--- config.mk ---
export PLATFORM = sky130hd
export DESIGN_NAME = strobe_sequencer
export DESIGN_NICKNAME = d
export VERILOG_FILES = /design/src/rtl/strobe_pkg.sv /design/src/rtl/strobe_prescaler.sv /design/src/rtl/strobe_sequencer.sv
export SDC_FILE = /design/constraint.sdc
export NUM_CORES = 1
export LEC_CHECK = 0
export BUFFER_PORTS_ARGS = -buffer_cell sky130_fd_sc_hd__buf_2
export CAP_MARGIN = 25
export CORE_AREA = 2 2 39 41
export DETAILED_ROUTE_END_ITERATION = 8
export DIE_AREA = 0 0 41 43
export GPL_TIMING_DRIVEN = 0
export SLEW_MARGIN = 20
export SYNTH_ARGS = -nofsm -noshare
export SYNTH_HDL_FRONTEND = slang
export SYNTH_SLANG_ARGS = --single-unit
export TNS_END_PERCENT = 10
--- constraint.sdc ---
create_clock -name clk -period 1.08 [get_ports clk]
set_input_delay 0.054 -clock clk [delete_from_list [all_inputs] [get_ports clk]]
set_output_delay 0.054 -clock clk [all_outputs]
set_load 0.02 [all_outputs]
--- src/rtl/strobe_pkg.sv ---
// Shared types for the strobe sequencer: pattern modes and the per-position pattern rule.
package strobe_pkg;

    typedef enum logic [1:0] {
        ONE_HOT  = 2'd0,
        ONE_COLD = 2'd1,
        ALL_ON   = 2'd2,
        ALL_OFF  = 2'd3
    } mode_t;

    // Data bit for a position, given the mode and whether it is the frame-start position.
    function automatic logic pattern_bit(input mode_t m, input logic at_start);
        logic b;
        case (m)
            ONE_HOT:  b = at_start;
            ONE_COLD: b = !at_start;
            ALL_ON:   b = 1'b1;
            default:  b = 1'b0;
        endcase
        return b;
    endfunction

endpackage

--- src/rtl/strobe_prescaler.sv ---
// Step prescaler: tick on an enabled clock once every div+1 enabled clocks; div sampled on reload.
module strobe_prescaler #(
    parameter int unsigned DIV_W = 8
) (
    input  logic             clk,
    input  logic             rst,
    input  logic             en,
    input  logic [DIV_W-1:0] div,
    output logic             tick
);

    logic [DIV_W-1:0] count_q;
    logic [DIV_W-1:0] count_d;

    // Count down while enabled; reload from div on the ticking clock, freeze when disabled.
    always_comb begin
        count_d = count_q;
        tick    = en && (count_q == '0);
        if (en) begin
            count_d = tick ? div : count_q - DIV_W'(1);
        end
    end

    always_ff @(posedge clk) begin
        if (rst) begin
            count_q <= '0;
        end else begin
            count_q <= count_d;
        end
    end

endmodule

--- src/rtl/strobe_sequencer.sv ---
// Serial strobe pattern generator for an external shift register of LEN positions.
// Define STROBE_SEQUENCER_PRESCALE_EN to include the div-based step prescaler.
module strobe_sequencer
    import strobe_pkg::*;
#(
    parameter int unsigned LEN   = 6,
    parameter int unsigned DIV_W = 8
) (
    input  logic                    clk,
    input  logic                    rst,
    input  logic                    en,
    input  mode_t                   mode,
    input  logic [DIV_W-1:0]        div,
    output logic                    d,
    output logic                    sclk_en,
    output logic                    sync,
    output logic [$clog2(LEN)-1:0]  pos
);

    localparam int unsigned POS_W = $clog2(LEN);
    localparam logic [POS_W-1:0] LAST_POS = POS_W'(LEN - 1);

    logic step;

`ifdef STROBE_SEQUENCER_PRESCALE_EN
    strobe_prescaler #(
        .DIV_W (DIV_W)
    ) u_prescaler (
        .clk  (clk),
        .rst  (rst),
        .en   (en),
        .div  (div),
        .tick (step)
    );
`else
    logic unused_div;
    assign unused_div = ^div;
    assign step       = en;
`endif

    // nxt_q is the position the next step will emit; pos_q is the position last emitted.
    logic [POS_W-1:0] pos_q, pos_d;
    logic [POS_W-1:0] nxt_q, nxt_d;
    logic             d_q, d_d;
    logic             sclk_q, sclk_d;
    logic             sync_q, sync_d;
    mode_t            mode_q, mode_d;
    mode_t            mode_cur;
    logic             at_start;

    // Mode is taken fresh at every frame start and held for the remainder of the frame.
    always_comb begin
        at_start = (nxt_q == '0);
        mode_cur = at_start ? mode : mode_q;
        pos_d    = pos_q;
        nxt_d    = nxt_q;
        d_d      = d_q;
        mode_d   = mode_q;
        sclk_d   = 1'b0;
        sync_d   = 1'b0;
        if (step) begin
            pos_d  = nxt_q;
            d_d    = pattern_bit(mode_cur, at_start);
            mode_d = mode_cur;
            sclk_d = 1'b1;
            sync_d = at_start;
            nxt_d  = (nxt_q == LAST_POS) ? '0 : nxt_q + POS_W'(1);
        end
    end

    always_ff @(posedge clk) begin
        if (rst) begin
            pos_q  <= '0;
            nxt_q  <= '0;
            d_q    <= 1'b1;
            sclk_q <= 1'b0;
            sync_q <= 1'b0;
            mode_q <= ONE_HOT;
        end else begin
            pos_q  <= pos_d;
            nxt_q  <= nxt_d;
            d_q    <= d_d;
            sclk_q <= sclk_d;
            sync_q <= sync_d;
            mode_q <= mode_d;
        end
    end

    assign pos     = pos_q;
    assign d       = d_q;
    assign sclk_en = sclk_q;
    assign sync    = sync_q;

endmodule

==> metrics.cfg <==
[run_status]
status = finished, violations left
failed_checks = negative setup slack

[placement]
preCtsSetupSlack_ns = -0.0704
portBuffers = 9
gp_congestion = 0.655
hpwl_um = 495

[pwr]
ir_drop_v = 0.000547
power.internal_w = 0.000630
seq_power_share_pct = 53.4
leakage_nw = 0.239
clockPowerShare_pct = 32.8
swShare_pct = 25.3
p_switching_w = 0.000213
comb_power_share_pct = 13.8
cellPowerDensity_nw_per_um2 = 1610

[logic_synthesis]
syn_inst = 41
post_synth_mux_area_share_pct = 11.9
syn-cell-area_sq_um = 419
synth_top_family_by_area = simple AND/OR/NAND/NOR gates
synth_xor_area_share_pct = 4.18
synth-compound-area-share_pct = 7.46
synth_warnings = 0
seq_area_frac_synth_pct = 52.5
synth_seq_cells = 11
synth-simple-area-share_pct = 20.3
netlist-cell-type-count = 15
syn-num-nets = 54
synth_fa_ha_area_share_pct = 0
syn_avg_cell_area_sq_um = 10.2

[sta]
post-route-period-util_pct = 103
setup_viol = 2
max-slew-margin-rel_pct = 72.5
max_freq_ghz = 0.897
fin_ws_ns = -0.0347
fin_crit_ns = 1.11
clock_skew_ns = 0.00488
worstMarginPinSlew_ns = 0.413
drv_slew = 0
rsz0062_at_grt = true
finalHoldViolCount = 0

[cells_and_area]
fin_util_pct = 37.8
n_antenna_cell = 0
fillCellCount = 148
regArea_sq_um = 225
area_growth_syn_to_layout_pct = 24.8
nets = 69
multi_input_area_sq_um = 184
drive_above_1_share_pct = 30.9

[clock_tree]
cts_buffers = 3
root_buffer = clkbuf_4
clk_pin_slew_ns = 0.07
clock_latency_ns = 0.26
cts_tree = done
htreeDepth = 1
cts_sinks = 11
clock_path_buffers = 2

[critical_path]
end_kind = register
r2r-end = mode_q[0]
r2r_slack_ns = -0.03
crit_required_ns = 1.22
cp-start-kind = register
critPathArrivalTime_ns = 1.25
ff2ff_path_depth = 3
crit_type = register to register
r2r_start = nxt_q[0]
cp_max_fo = 2

[min_path]
hp-class = input port to register
hold_depth = 3
min_from = rst
worst_hold_path.endpoint = d

[die]
dieArea_sq_um = 1760
start_util_pct = 30.3
die_y_um = 43
io_pins = 19
fp.coreArea_sq_um = 1380
die_w_um = 41
std_cell_rows = 14

[global_route]
antenna_found_initial = 0
grt_util_all_layers_pct = 9.15
grt_pass1_vias = 284
grt_overflow_total = 0
grt_pass1_wl_um = 1070
grt_start_max_net_pins = 11

[drt]
ant_nets = 0
vias = 315
wl_per_cell_um = 9.93
via_per_inst = 4.44
first_pass_iters = 3
wirelength_um = 705
drtIter0Drc = 3
drc_errors = 0

[run]
maxCapViolCount = 0

-- per-stage QoR --
step                instances  power (W)  hold WS (ns)  instance area [sq um]  TNS (ns)
finish                     71   0.000842        0.0107                    523   -0.0443
detailed placement         66   0.000568         0.280                    484    -0.132
floorplan                  41   0.000538         0.170                    419         0
global route               71   0.000879        0.0111                    523    -0.193
CTS                        71   0.000852       0.00639                    523   -0.0688
global placement           66   0.000566         0.282                    484   -0.0832
-- state kept, by name (all words and copies together) (netlist names) --
signal	cells
d	1
mode_q	2
nxt_q	3
pos	3
sclk_en	1
sync	1
-- synth_stat cells --
master,instances,area [sq um]
nor4b_4,1,23.8
nor2_1,9,33.8
nand4b_1,1,8.76
nand2_1,3,11.3
clkbuf_1,1,3.75
inv_1,1,3.75
a21oi_1,3,15.0
xor2_1,1,8.76
xnor2_1,1,8.76
buf_4,1,7.51
o311ai_0,1,8.76
mux2i_1,5,50.1
nand3b_1,1,7.51
dfxtp_1,11,220
o211ai_1,1,7.51
-- routing by layer --
layer / vias up / routed length [um] / GRT usage [%]
li1: 167 / - / -
met1: 141 / 348 / 10.0
met2: 7 / 329 / 13.1
met3: 0 / 27 / 3.14
met4: 0 / 0 / 8.00
met5: - / 0 / 0
-- cell families after synthesis --
kind of cell / count (synthesis)
flip-flops: 11
buffers and inverters: 3
AO/OA/AOI/OAI: 5
XOR/XNOR: 2
multiplexers: 5
AND/OR/NAND/NOR: 15
-- timing repair --
action / in CTS / in global routing
buffers inserted: 1 / 0
hold buffers: 0 / 0
endpoints found under the setup margin: 2 / 3
pin swaps: 1 / 0
gates resized for setup: 3 / 0
endpoints found under the hold margin: 0 / 0
-- layout by cell type, fill, tap and decap left out, drive strengths merged, types with 3 or more instances in the layout --
master	instances
nor2	9
mux2i	5
buf	11
dfxtp	11
a21oi	3
nand2	3
clkbuf	5
-- power by group through the flow --
stage	Sequential [W]	Clock (W)	Combinational (W)
final	0.000450	0.000276	0.000116
after CTS	0.000449	0.000284	0.000118
after floorplan	0.000474	0	0.0000644
after detailed placement	0.000462	0	0.000107
after global routing	0.000452	0.000299	0.000128
after global placement	0.000461	0	0.000106
-- worst max-delay path by stage --
stage,startpoint,end,slack (ns),depth (start not counted)
CTS,nxt_q[0],mode_q[0],-0.05,3
detailed placement,nxt_q[2],mode_q[0],-0.07,3
floorplan,nxt_q[2],mode_q[0],0.04,3
finish,nxt_q[0],mode_q[0],-0.03,3
global placement,nxt_q[2],mode_q[1],-0.04,3
global route,nxt_q[1],mode_q[0],-0.09,3
-- worst max-delay path, cell delays in order (launching register included) --
cell,delay (ns)
dfxtp_4,0.35
nor4b_4,0.34
mux2i_1,0.25
nor2_1,0.05
-- cell type report --
| class | instances | share of cell area [%] |
|---|---|---|
| multi-input cells | 27 | 35.2 |
| repair buffers | 10 | 10.0 |
| well taps | 16 | 3.83 |
| plain buffers | 2 | 2.15 |
| clock buffers | 4 | 5.02 |
| flip-flops and latches | 11 | 43.1 |
| inverters | 1 | 0.718 |
Note: power is estimated with default switching activity, not from simulation.
